File: src/rtl/fetch_pkg.sv
// Shared types and helpers for the buffered fetch stage.
// Holds queue entry layout and redirect priority.
package fetch_pkg;

  localparam int XLEN = 64;
  localparam int ILEN = 32;

  localparam logic [ILEN-1:0] RV_NOP = 32'h0000_0013;

  typedef struct packed {
    logic [XLEN-1:0] pc;
    logic [ILEN-1:0] ir;
  } fq_entry_t;

  typedef enum logic [1:0] {
    RD_NONE,
    RD_BRANCH,
    RD_TRAP
  } redir_e;

  typedef enum logic {
    FE_IDLE,
    FE_WAIT
  } fe_state_e;

  function automatic redir_e redir_sel(
    input logic trap_v,
    input logic redir_v
  );
    redir_e s;
    unique case (1'b1)
      trap_v:             s = RD_TRAP;
      redir_v & ~trap_v:  s = RD_BRANCH;
      default:            s = RD_NONE;
    endcase
    return s;
  endfunction

  function automatic logic [XLEN-1:0] redir_target(
    input redir_e          sel,
    input logic [XLEN-1:0] mtvec,
    input logic [XLEN-1:0] redir_pc
  );
    logic [XLEN-1:0] t;
    t = (sel == RD_TRAP) ? mtvec : redir_pc;
    return {t[XLEN-1:2], 2'b00};
  endfunction

endpackage

File: src/rtl/fetch_buffered_if.sv
// Cache request/response and decode handshake bundle
// seen from the fetch stage (master) and its peers (slave).
interface fetch_buffered_if;
  import fetch_pkg::*;

  logic            ic_req_v;
  logic [XLEN-1:0] ic_req_pc;
  logic            ic_req_rdy;
  logic            ic_resp_v;
  logic [ILEN-1:0] ic_resp_ir;

  logic            de_v;
  logic [ILEN-1:0] de_ir;
  logic [XLEN-1:0] de_pc;
  logic [XLEN-1:0] de_npc;
  logic            de_rdy;

  modport master (
    output ic_req_v,
    output ic_req_pc,
    input  ic_req_rdy,
    input  ic_resp_v,
    input  ic_resp_ir,
    output de_v,
    output de_ir,
    output de_pc,
    output de_npc,
    input  de_rdy
  );

  modport slave (
    input  ic_req_v,
    input  ic_req_pc,
    output ic_req_rdy,
    output ic_resp_v,
    output ic_resp_ir,
    input  de_v,
    input  de_ir,
    input  de_pc,
    input  de_npc,
    output de_rdy
  );

endinterface

File: src/rtl/fetch_queue.sv
// Registered FIFO of fetched {pc, ir} entries.
// Flush wins over a simultaneous push/pop.
module fetch_queue
  import fetch_pkg::*;
#(
  parameter int DEPTH = 4
) (
  input  logic                     CLK,
  input  logic                     reset,
  input  logic                     push,
  input  logic                     pop,
  input  logic                     flush,
  input  fq_entry_t                wdata,
  output logic [$clog2(DEPTH):0]   count,
  output fq_entry_t                head
);

  localparam int AW = $clog2(DEPTH);
  localparam int CW = AW + 1;

  fq_entry_t       mem [DEPTH];
  logic [AW-1:0]   rd_ptr;
  logic [AW-1:0]   wr_ptr;
  logic            do_push;
  logic            do_pop;

  assign do_pop  = pop & (count != '0);
  assign do_push = push & ((count < CW'(DEPTH)) | do_pop);

  always_ff @(posedge CLK) begin
    if (reset | flush) begin
      rd_ptr <= '0;
      wr_ptr <= '0;
      count  <= '0;
    end else begin
      if (do_push) wr_ptr <= wr_ptr + 1'b1;
      if (do_pop)  rd_ptr <= rd_ptr + 1'b1;
      count <= count + CW'(do_push) - CW'(do_pop);
    end
  end

  always_ff @(posedge CLK) begin
    if (do_push & ~flush & ~reset)
      mem[wr_ptr] <= wdata;
  end

  assign head = mem[rd_ptr];

endmodule

File: src/rtl/fetch_buffered.sv
// Fetch stage: PC generation, one-outstanding icache
// handshake, epoch-tagged redirects and a fetch queue.
module fetch_buffered
  import fetch_pkg::*;
#(
  parameter int              FQ_DEPTH = 4,
  parameter logic [XLEN-1:0] RESET_PC = '0
) (
  input  logic            CLK,
  input  logic            reset,
  input  logic            redir_v,
  input  logic [XLEN-1:0] redir_pc,
  input  logic            trap_v,
  input  logic [XLEN-1:0] mtvec,
  input  logic            br_stall,
  fetch_buffered_if.master fe
);

  localparam int CW = $clog2(FQ_DEPTH) + 1;

  fe_state_e       state;
  fe_state_e       state_nx;
  redir_e          rsel;
  logic            redirect;
  logic [XLEN-1:0] fe_pc;
  logic [XLEN-1:0] req_pc;
  logic            epoch;
  logic            req_epoch;
  logic            accept;
  logic            resp;
  logic            push;
  logic            pop;
  logic            empty;
  logic [CW-1:0]   count;
  fq_entry_t       head;
  fq_entry_t       wdata;

  assign rsel     = redir_sel(trap_v, redir_v);
  assign redirect = (rsel != RD_NONE);
  assign accept   = fe.ic_req_v & fe.ic_req_rdy;
  assign resp     = fe.ic_resp_v & (state == FE_WAIT);
  assign push     = resp & (req_epoch == epoch) & ~redirect;
  assign empty    = (count == '0);
  assign pop      = ~empty & ~br_stall & fe.de_rdy & ~redirect;
  assign wdata    = '{pc: req_pc, ir: fe.ic_resp_ir};

  always_ff @(posedge CLK) begin
    if (reset) state <= FE_IDLE;
    else       state <= state_nx;
  end

  always_comb begin
    state_nx = state;
    unique case (state)
      FE_IDLE: if (accept) state_nx = FE_WAIT;
      FE_WAIT: if (resp)   state_nx = FE_IDLE;
      default:             state_nx = FE_IDLE;
    endcase
  end

  always_comb begin
    fe.ic_req_v  = 1'b0;
    fe.ic_req_pc = fe_pc;
    fe.de_v      = 1'b0;
    fe.de_ir     = RV_NOP;
    fe.de_pc     = '0;
    fe.de_npc    = '0;
    if (~reset && state == FE_IDLE &&
        count < CW'(FQ_DEPTH) &&
        ~br_stall && ~redirect)
      fe.ic_req_v = 1'b1;
    if (~empty) begin
      fe.de_v   = ~br_stall;
      fe.de_ir  = head.ir;
      fe.de_pc  = head.pc;
      fe.de_npc = head.pc + XLEN'(4);
    end
  end

  // A redirect never coincides with an accept: ic_req_v is masked.
  always_ff @(posedge CLK) begin
    if (reset) begin
      fe_pc     <= RESET_PC;
      epoch     <= 1'b0;
      req_epoch <= 1'b0;
      req_pc    <= '0;
    end else if (redirect) begin
      fe_pc <= redir_target(rsel, mtvec, redir_pc);
      epoch <= ~epoch;
    end else if (accept) begin
      fe_pc     <= fe_pc + XLEN'(4);
      req_epoch <= epoch;
      req_pc    <= fe_pc;
    end
  end

  fetch_queue #(
    .DEPTH (FQ_DEPTH)
  ) u_fq (
    .CLK   (CLK),
    .reset (reset),
    .push  (push),
    .pop   (pop),
    .flush (redirect),
    .wdata (wdata),
    .count (count),
    .head  (head)
  );

endmodule
File: src/flat_wrapper.sv
// flat-port wrapper written by rule: the top's interface ports become plain ports
module fetch_buffered_flat import fetch_pkg::*;
#(
  parameter int              FQ_DEPTH = 4,
  parameter logic [XLEN-1:0] RESET_PC = '0
)
  (CLK, reset, redir_v, redir_pc, trap_v, mtvec, br_stall, fe_ic_req_v, fe_ic_req_pc, fe_ic_req_rdy, fe_ic_resp_v, fe_ic_resp_ir, fe_de_v, fe_de_ir, fe_de_pc, fe_de_npc, fe_de_rdy);
  fetch_buffered_if fe_i ();
  input  logic CLK;
  input  logic reset;
  input  logic redir_v;
  input  logic [XLEN-1:0] redir_pc;
  input  logic trap_v;
  input  logic [XLEN-1:0] mtvec;
  input  logic br_stall;
  output wire logic [$bits(fe_i.ic_req_v)-1:0] fe_ic_req_v;
  output wire logic [$bits(fe_i.ic_req_pc)-1:0] fe_ic_req_pc;
  input wire logic [$bits(fe_i.ic_req_rdy)-1:0] fe_ic_req_rdy;
  input wire logic [$bits(fe_i.ic_resp_v)-1:0] fe_ic_resp_v;
  input wire logic [$bits(fe_i.ic_resp_ir)-1:0] fe_ic_resp_ir;
  output wire logic [$bits(fe_i.de_v)-1:0] fe_de_v;
  output wire logic [$bits(fe_i.de_ir)-1:0] fe_de_ir;
  output wire logic [$bits(fe_i.de_pc)-1:0] fe_de_pc;
  output wire logic [$bits(fe_i.de_npc)-1:0] fe_de_npc;
  input wire logic [$bits(fe_i.de_rdy)-1:0] fe_de_rdy;
  assign fe_ic_req_v = fe_i.ic_req_v;
  assign fe_ic_req_pc = fe_i.ic_req_pc;
  assign fe_i.ic_req_rdy = fe_ic_req_rdy;
  assign fe_i.ic_resp_v = fe_ic_resp_v;
  assign fe_i.ic_resp_ir = fe_ic_resp_ir;
  assign fe_de_v = fe_i.de_v;
  assign fe_de_ir = fe_i.de_ir;
  assign fe_de_pc = fe_i.de_pc;
  assign fe_de_npc = fe_i.de_npc;
  assign fe_i.de_rdy = fe_de_rdy;
  fetch_buffered #(.FQ_DEPTH(FQ_DEPTH), .RESET_PC(RESET_PC)) u_core (.CLK(CLK), .reset(reset), .redir_v(redir_v), .redir_pc(redir_pc), .trap_v(trap_v), .mtvec(mtvec), .br_stall(br_stall), .fe(fe_i));
endmodule
File: config.mk
export PLATFORM = sky130hd
export DESIGN_NAME = fetch_buffered_flat
export DESIGN_NICKNAME = d
export VERILOG_FILES = /design/src/rtl/fetch_pkg.sv /design/src/rtl/fetch_buffered_if.sv /design/src/rtl/fetch_queue.sv /design/src/rtl/fetch_buffered.sv /design/src/flat_wrapper.sv
export SDC_FILE = /design/constraint.sdc
export NUM_CORES = 1
export LEC_CHECK = 0
export BUFFER_PORTS_ARGS = -buffer_cell sky130_fd_sc_hd__buf_2
export CORE_MARGIN = 8
export CORE_UTILIZATION = 40
export CTS_CLUSTER_DIAMETER = 50
export DETAILED_ROUTE_END_ITERATION = 8
export GPL_TIMING_DRIVEN = 0
export HOLD_SLACK_MARGIN = 0.06
export REMOVE_ABC_BUFFERS = 1
export SLEW_MARGIN = 10
export SYNTH_ARGS = -nofsm -noshare
export SYNTH_HDL_FRONTEND = slang
export SYNTH_SLANG_ARGS = --single-unit
export TNS_END_PERCENT = 5
File: constraint.sdc
create_clock -name CLK -period 4.6 [get_ports CLK]
set_input_delay 0.46 -clock CLK [delete_from_list [all_inputs] [get_ports CLK]]
set_output_delay 0.46 -clock CLK [all_outputs]
set_load 0.005 [all_outputs]
Word-level counts from Yosys, hierarchy flattened
Memory sizes are Yosys's and may differ from the RTL's. A register that Yosys moved wholly into a read port is not among the register bits.
Cells that the tools add are included.
{"block": "word_totals", "reg_bits": 138, "latchBits": 0, "ram_bits": 384, "rom_bits": 0, "inputBits": 168, "elab_cells": 66, "n_memories": 1}
{"block": "classes", "addsub": 6, "n_mul": 0, "div": 0, "n_lt_le_gt_ge": 1, "n_eq_ne": 2, "shift": 0, "n_mux": 16, "bitwise": 21, "n_reduce_logical": 10}
{"memory": "u_core.u_fq.mem", "words": 4, "width": 96, "read_ports": 1, "rd_ports_with_merged_regs": 1, "write_ports": 1, "line": "fetch_queue.sv:21", "rtl": "fq_entry_t mem [DEPTH];"}
{"operator": "two-way mux 64 bit", "count": 5}
{"operator": "adder 64 x 3 -> 64 bit, second input constant", "count": 2}
{"operator": "two-way mux 32 bit", "count": 1}
{"operator": "bitwise AND 1 bit", "count": 12}
{"operator": "NOT 1 bit", "count": 7}
{"operator": "two-way mux 1 bit", "count": 6}
{"operator": "adder 2 x 1 -> 2 bit, second input constant", "count": 2}
{"operator": "logical AND 1 bit", "count": 4}
{"operator": "two-way mux 2 bit", "count": 2}
{"operator": "one-hot mux 2 bit (2 select lines)", "count": 1}
{"operator": "nonzero test 2 bit", "count": 2}
{"operator": "adder 3 x 1 -> 3 bit", "count": 1}
{"operator": "logical NOT 3 bit", "count": 1}
{"operator": "< comparator 3 bit, second input constant", "count": 1}
{"operator": "nonzero test 3 bit", "count": 1}
{"operator": "subtractor 3 x 1 -> 3 bit", "count": 1}
{"operator": "== test 2 bit, second input constant", "count": 1}
{"operator": "OR 1 bit", "count": 2}
{"operator": "one-hot mux 1 bit (2 select lines)", "count": 1}
{"operator": "AND reduction 2 bit", "count": 1}
{"operator": "OR reduction 2 bit", "count": 1}
{"operator": "== test 1 bit", "count": 1}

Logic depth before layout (Yosys ltp)
Gate-level depths: netlist (run 1).
{"block": "depth", "word_depth": 13, "depth_mapped": 14}

By module
A second synthesis (run 1) with hierarchy kept.
{"block": "unflattened", "cells_unflattened": 1825, "hier_area_um2": 23313.6}
{"mod": "fetch_queue", "n_inst": 1, "cells_each": 552, "area_per_inst_um2": 14307.5, "seq_area_each_um2": 11711.2}
{"mod": "fetch_buffered", "n_inst": 1, "cells_each": 1273, "area_per_inst_um2": 9006.1, "seq_area_each_um2": 2542.4}

Worst setup path after synthesis (run 1)
No wires, ideal clock.
{"block": "synth_path", "path_type": "input to register", "startpoint": "input port redir_v", "endpoint": "memory u_core.u_fq.mem[0][0] (netlist name) (enable)", "arrival_time_ns": 3.931, "required_time_ns": 4.136, "setup_slack_ns": 0.205, "path_stages": 8, "n_path_buf": 2, "cell_sequence": "clkbuf_1 -> inv_1 -> clkbuf_1 -> nand2_1 -> nor3_1 -> o21ai_1 -> nor2_1 -> and2_1"}
{"block": "synth_via", "elab_chain_len": 12, "word_cells_on_any_way": 13, "classes_between": "mux (3); bitwise (9); reduce/logical (1)"}
{"element": "start, declared", "line": "flat_wrapper.sv:11", "rtl": "input logic redir_v;"}
{"element": "bitwise AND 1 bit *", "line": "fetch_pkg.sv:33", "rtl": "redir_v & ~trap_v: s = RD_BRANCH;"}
{"element": "one-hot mux 2 bit (2 select lines) *", "line": "fetch_pkg.sv:31", "rtl": "unique case (1'b1)"}
{"element": "nonzero test 2 bit *", "line": "fetch_buffered.sv:39", "rtl": "assign redirect = (rsel != RD_NONE);"}
{"element": "NOT 1 bit (no source line) *"}
{"element": "bitwise AND 1 bit", "line": "fetch_buffered.sv:44", "rtl": "assign pop = ~empty & ~br_stall & fe.de_rdy & ~redirect;"}
{"element": "bitwise AND 1 bit", "line": "fetch_queue.sv:27", "rtl": "assign do_pop = pop & (count != '0);"}
{"element": "OR 1 bit", "line": "fetch_queue.sv:28", "rtl": "assign do_push = push & ((count < CW'(DEPTH)) | do_pop);"}
{"element": "bitwise AND 1 bit", "line": "fetch_queue.sv:28"}
{"element": "bitwise AND 1 bit * (2 in a row)", "line": "fetch_queue.sv:43", "rtl": "if (do_push & ~flush & ~reset)"}
{"element": "two-way mux 1 bit *", "line": "fetch_queue.sv:43"}
{"element": "two-way mux 1 bit (not written as such) *", "line": "fetch_queue.sv:44", "rtl": "mem[wr_ptr] <= wdata;"}
{"element": "end, declared", "line": "fetch_queue.sv:21"}
Mark *: on every way between the ends. The rest lies on a longest branch, timed or not.

==> flow_summary.json, run 1 <==
{
  "clockBufferDepth": 3,
  "drt_iter0_drc": 1268,
  "initial_core_util": 0.404,
  "power_density_mw_per_mm2": 354,
  "yosys.area_share.simple": 0.153,
  "status": "completed",
  "htree_num_levels": 2,
  "synthCells": 1866,
  "vias": 17300,
  "synthXorXnorAreaFrac": 0.0199,
  "synthMuxAreaShare": 0.0961,
  "synthAdderAreaFrac": 0.00516,
  "fp.dieW_um": 257,
  "period_share": 0.966,
  "ys_ff_latch": 512,
  "report.final.slew_viol_count": 0,
  "layout_min_cycle_time_ps": 4440,
  "comb_power_share": 0.046,
  "ioPinCount": 394,
  "cts_root_buffer": "clkbuf_16",
  "die_y_um": 257,
  "switching_share": 0.218,
  "clk_pin_slew_ps": 60,
  "synth_top_family_by_area": "simple AND/OR/NAND/NOR gates",
  "crit_chain": "buf_16 -> mux4_2 -> nand4_4 -> nor4_4 -> nand4_2 -> or4_1 -> a21oi_1 -> buf_2",
  "routedWlPerCell_um": 23.8,
  "drcViolationCount": 0,
  "final-hold-violation-count": 0,
  "drive_gt1_frac": 0.276,
  "overflow": 0,
  "wirelength_um": 73500,
  "core_area_mm2": 0.0576,
  "num_rows": 88,
  "vias_per_cell": 5.58,
  "cp.arrival_ps": 3980,
  "fmax_ghz": 0.225,
  "grt_antenna_before_repair": 7,
  "hold_class": "in2reg",
  "synth_edf_count": 376,
  "p_leak_nw": 9.94,
  "synth_ff_type": "edfxtp_1",
  "crit_path_end_kind": "output pin",
  "relSlewSlack": 0.278,
  "hold_slack_ps": 122,
  "place_hpwl_um": 50700,
  "slowest_stage": "nor4_4",
  "seq_power_share": 0.496,
  "finalPower_mw": 10.2,
  "grt.total_usage": 0.215,
  "yosys_warnings": 0,
  "p_clk_frac": 0.458,
  "p_switching_mw": 2.22,
  "max_cap_violations": 0,
  "areaGrowthSynthToFinish_pct": 23.5,
  "ant_nets": 0,
  "synth_compound_area_frac": 0.0933,
  "seq_area_frac_synth": 0.602,
  "worst-path-buf-inv": 2,
  "fin_worst_skew_ps": 21.0,
  "grt_max_degree": 94,
  "finalSetupViolations": 0,
  "cts_inserted_buffers": 58,
  "criticalPathCategory": "reg2out",
  "critical_path.top_delay_family": "simple AND/OR/NAND/NOR gates",
  "cp-start-kind": "flop",
  "port_buffers": 383,
  "p_int_mw": 7.95,
  "tightestPinTransition_ps": 1080,
  "critPathMaxStageDelay_ps": 640,
  "grt_first_pass_wirelength_um": 110000,
  "crit_fanout": 42,
  "avgSynthCellArea_um2": 12.5,
  "die-area_mm2": 0.0662,
  "drt_first_pass_iters": 6,
  "ir_drop_v": 0.000287,
  "place_congestion": 0.846,
  "syn_area_mm2": 0.0233,
  "synthArstFlopShare": 0,
  "cts_tree": "done",
  "final_nets": 2449,
  "grt_pass1_vias": 17500,
  "cts.sinks": 512,
  "grt_setup_unrepaired": "false",
  "ys_types": 68,
  "required_ps": 4140,
  "clk_latency_ps": 620
}
## power by group through the flow
stage                     sequential (mW)  clock [mW]  combinational, mW
after global routing                 5.05        4.92              0.507
after CTS                            5.04        4.74              0.467
after global placement               5.13           0              0.416
after floorplan                      5.11           0              0.182
final                                5.04        4.66              0.466
after detailed placement             5.14           0              0.442
## kinds of logic (layout without fill, tap and decap cells)
kind of cell / count (synthesis) / after routing
XOR/XNOR: 53 / 53
buffers and inverters: 149 / 600
other: 1 / 9
AO/OA/AOI/OAI: 340 / 340
adder cells (fa/ha/maj): 9 / 9
flip-flops: 512 / 512
multiplexers: 102 / 102
AND/OR/NAND/NOR: 700 / 700
## sequential cells by signal, indices dropped and copies added, names as in the netlist, named ones only
name / flops
u_core.u_fq.wr_ptr: 2
u_core.state: 1
u_core.u_fq.mem: 376
u_core.fe.ic_req_pc: 62
u_core.epoch: 1
u_core.u_fq.count: 3
u_core.req_pc: 62
u_core.u_fq.rd_ptr: 2
u_core.req_epoch: 1
## layer usage
metal	GRT usage	up-vias	part of all wire
met5	0	-	0.00027
met4	0.0595	4	0.021
met3	0.0338	79	0.063
met2	0.364	612	0.49
met1	0.285	8641	0.42
li1	-	7919	-
## cell type report
type,count,area (um^2)
Antenna cell,3,7.51
Clock buffer,77,1590
Clock inverter,33,369
Fill cell,5122,28800
Inverter,27,101
Multi-Input combinational cell,1210,8650
Sequential cell,512,14000
Tap cell,765,957
Timing Repair Buffer,463,3050
## Yosys cell counts (7+ instances only)
cell | number | share of area
and4_1 | 15 | 0.0056
a21oi_1 | 129 | 0.028
xnor2_1 | 20 | 0.0075
o31a_1 | 20 | 0.0075
or3_1 | 7 | 0.0019
nor2_1 | 138 | 0.022
a211oi_1 | 30 | 0.0097
nor4_1 | 18 | 0.0048
and3_1 | 19 | 0.0051
inv_1 | 26 | 0.0042
or4_1 | 15 | 0.0048
ha_1 | 8 | 0.0043
nor3_1 | 38 | 0.0082
o22ai_1 | 7 | 0.0019
o21ai_0 | 59 | 0.013
mux4_2 | 84 | 0.081
nor2b_1 | 88 | 0.024
a22oi_1 | 15 | 0.0048
nand3_1 | 53 | 0.011
nand2_1 | 227 | 0.037
buf_2 | 8 | 0.0017
and2_1 | 14 | 0.0038
a222oi_1 | 8 | 0.0034
buf_4 | 10 | 0.0032
xor2_1 | 33 | 0.012
edfxtp_1 | 376 | 0.49
mux4_1 | 10 | 0.011
o31ai_1 | 28 | 0.0090
dfxtp_1 | 136 | 0.12
buf_1 | 14 | 0.0023
clkbuf_1 | 82 | 0.013
nand4_1 | 37 | 0.0099
## metrics by stage
stage          cells  setup slack [ps]  setup TNS [ps]  instance area [um^2]  utilization
2_1_floorplan   1749             -6630        -3194840                 22700            -
3_3_place_gp    2897            -13600        -7171760                 25600        0.444
3_5_place_dp    2931              -410           -1890                 26300        0.457
4_1_cts         3084              50.7               0                 28700        0.499
5_1_grt         3087              7.27               0                 28700        0.499
6_report        3090               158               0                 28800        0.499
## timing repair
action                                  CTS  global route
endpoints found under the setup margin   39             2
hold buffers                             33             0
setup buffers                            10             3
gates resized for setup                   1             0
pin swaps                                 3             1
hold endpoints to repair                129             0
## worst paths after layout
check	from	endpoint	slack (ps)	cells after the start
max	flop	fe_de_npc[55]	160	8
min	mtvec[43]	u_core.fe.ic_req_pc[43]$_SDFFE_PP0P_	120	3
max reg2reg	u_core.fe.ic_req_pc[2]$_SDFFE_PP0P_	u_core.fe.ic_req_pc[52]$_SDFFE_PP0P_	620	7
min reg2reg	u_core.req_epoch$_SDFFE_PP0P_	u_core.req_epoch$_SDFFE_PP0P_	490	2
## cell usage in the layout, fill, tap and decap left out, drive strengths merged, types with 22 or more instances in the layout
master	instances
a211oi	30
nor2b	88
nand4	42
nand3	54
o21ai	60
dlygate4sd3	33
edfxtp	376
nand2	227
nor4	22
o31ai	28
buf	430
inv	31
xor2	33
a21oi	129
nor3	39
nor2	138
mux4	94
dfxtp	136
clkbuf	77
## tightest hold or removal path: cells and delay by family
family	cells	cell delay, ps
compound gates	1	70
simple gates	1	60
buf+inv	1	110
Power figures use the tool's default switching activity.
==> run 2: changes to the inputs <==
--- a/config.mk
+++ b/config.mk
@@ -12,7 +12,7 @@
 export DETAILED_ROUTE_END_ITERATION = 8
 export GPL_TIMING_DRIVEN = 0
 export HOLD_SLACK_MARGIN = 0.06
-export REMOVE_ABC_BUFFERS = 1
+export SKIP_CTS_REPAIR_TIMING = 1
 export SLEW_MARGIN = 10
 export SYNTH_ARGS = -nofsm -noshare
 export SYNTH_HDL_FRONTEND = slang
==> run 2 against run 1 <==
  * Count of clock-buffer cells in the layout fell by 8
  * First-iteration DRC count rose by 16%
  * Clock power fell by 3%
  * Sequential share of layout area rose by 0.32 points
  * Non-clock buffer count rose by 76
  * Total power fell by 0.77%
  * Final area fell by 0.71%
==> flow_summary.json, run 2 (synthesis gave the netlist of run 1 again) <==
{
  "status": "completed",
  "grt_antenna_before_repair": 2,
  "cts_tree": "done",
  "fin_worst_skew_ps": 28.6,
  "regToRegSetupSlack_ps": 1100,
  "ant_nets": 0,
  "top_layer_used": "met5",
  "num_rows": 88,
  "clk_latency_ps": 620,
  "cts_root_buffer": "clkbuf_16",
  "vias": 18000,
  "cts_inserted_buffers": 58,
  "areaGrowthSynthToFinish_pct": 22.6,
  "hold_slack_ps": 81.7,
  "final_cell_mix": "buf_2, edfxtp_1, nand2_1",
  "grt_max_degree": 51,
  "comb_power_share": 0.050,
  "layout_commonest_cell": "buf_2",
  "criticalPathCategory": "reg2out",
  "report.final.slew_viol_count": 0,
  "p_switching_mw": 2.35,
  "holdPathStages": 1,
  "grt_pass1_vias": 17900,
  "hold_path.startpoint": "fe_ic_resp_ir[20]",
  "crit_chain": "nor3_2 -> buf_1 -> clkbuf_1 -> clkbuf_1 -> nor2_1 -> buf_2",
  "ioPinCount": 394,
  "p_leak_nw": 9.85,
  "grt.total_usage": 0.239,
  "drt_iter0_drc": 1468,
  "slowest_stage": "buf_1",
  "place_hpwl_um": 62100,
  "max_cap_violations": 0,
  "power_density_mw_per_mm2": 353,
  "port_buffers": 380,
  "cts.sinks": 512,
  "overflow": 0,
  "place_inst": 3023,
  "cp-start-kind": "flop",
  "core_area_mm2": 0.0576,
  "grt_first_pass_wirelength_um": 119000,
  "p_clk_frac": 0.450,
  "largest_register": "u_core.u_fq.mem",
  "r2r-end": "u_core.req_pc[13]$_SDFFE_PP0P_",
  "die_y_um": 257,
  "wl_met3_um": 6460,
  "vias_per_cell": 5.69,
  "largest_reg_flops": 376,
  "r2r_cells": 8,
  "placed_area_mm2": 0.0263,
  "period_share": 0.978,
  "seq_power_share": 0.501,
  "switching_share": 0.233,
  "holdPathEnd": "u_core.u_fq.mem[3][20]$_DFFE_PP_",
  "htree_num_levels": 2,
  "nFillCells": 5182,
  "drive_gt1_frac": 0.258,
  "m1WireLength_um": 32700,
  "initial_core_util": 0.404,
  "critPathMaxStageDelay_ps": 720,
  "ir_drop_v": 0.000295,
  "crit-reg2reg-launch": "u_core.u_fq.count[2]$_SDFF_PP0_",
  "clockBufferDepth": 3,
  "cp.arrival_ps": 4040,
  "die-area_mm2": 0.0662,
  "required_ps": 4140,
  "hold_class": "in2reg",
  "finish.utilization": 0.496,
  "final_nets": 2525,
  "fmax_ghz": 0.222,
  "p_int_mw": 7.74,
  "drt_first_pass_iters": 6,
  "diodes": 0,
  "finalSetupViolations": 0,
  "instances_no_fill": 3160,
  "clk_pin_slew_ps": 60,
  "wirelength_um": 82400,
  "layout_min_cycle_time_ps": 4500,
  "finalPower_mw": 10.1,
  "crit_fanout": 10,
  "grt_setup_unrepaired": "true",
  "route.met2.wl_um": 40300,
  "relSlewSlack": 0.258,
  "drcViolationCount": 0,
  "fp.dieW_um": 257,
  "routedWlPerCell_um": 26.1,
  "final-hold-violation-count": 0,
  "path_common_cell": "clkbuf_1",
  "design_area_mm2": 0.0285,
  "crit_path_end_kind": "output pin",
  "tightestPinTransition_ps": 1110,
  "place_congestion": 0.943
}
==> run 2: cell types whose count changed in the layout (fill, tap and decap cells not counted), sizes merged <==
| cell | delta |
|---|---|
| diode | -3 |
| dlygate4sd3 | -4 |
| bufinv | -3 |
| inv | +8 |
| clkinvlp | +1 |
| buf | -2 |
| clkinv | -1 |
| clkbuf | +74 |
==> run 2: cell type report <==
type	instances	area, um^2	share of cell area
tap	765	957	0.0335
clock buffer	69	1520	0.0534
timing repair buffer	417	2370	0.0830
inverter	27	101	0.00355
clock inverter	38	372	0.0130
sequential	512	14000	0.491
multi-input combinational	1210	8610	0.302
buffer	122	597	0.0209
==> run 2: worst max path at each step <==
stage	from	endpoint	slack, ps
final	u_core.u_fq.count[1]$_SDFF_PP0_	fe_de_npc[14]	100
after global routing	u_core.u_fq.count[1]$_SDFF_PP0_	fe_de_npc[14]	-3
after CTS	flop	fe_de_npc[58]	-390
after detailed placement	flop	fe_de_npc[58]	280
after global placement	redir_v	u_core.u_fq.mem[0][64]$_DFFE_PP_	-2620
after floorplan	redir_v	u_core.u_fq.mem[0][0]$_DFFE_PP_	210
==> run 2: per-stage QoR <==
stage / setup TNS [ps] / worst slack, ps
finish: 0 / 99.9
floorplan: 0 / 205
CTS: -5910 / -386
global placement: -965610 / -2620
detailed placement: 0 / 277
global route: -2.52 / -2.52
==> run 2: per-layer routing <==
layer  vias up  track usage
met5         -            0
met4         4       0.0880
met3       141       0.0552
met2       842        0.407
met1      8909        0.294
li1       8071            -
==> run 2: worst max-delay path: cells and delay by family, from the launching register on <==
family | cells | cell delay (ps)
DFF | 1 | 360
buffers and inverters | 4 | 2280
and+or+nand+nor | 2 | 770
==> run 2: power by group through the flow <==
stage | clock network, mW | registers, mW | logic, mW
after CTS | 4.60 | 5.05 | 0.477
after detailed placement | 0 | 5.14 | 0.474
after global placement | 0 | 5.14 | 0.470
final | 4.54 | 5.05 | 0.502
after floorplan | 0 | 5.10 | 0.218
after global routing | 4.79 | 5.05 | 0.539
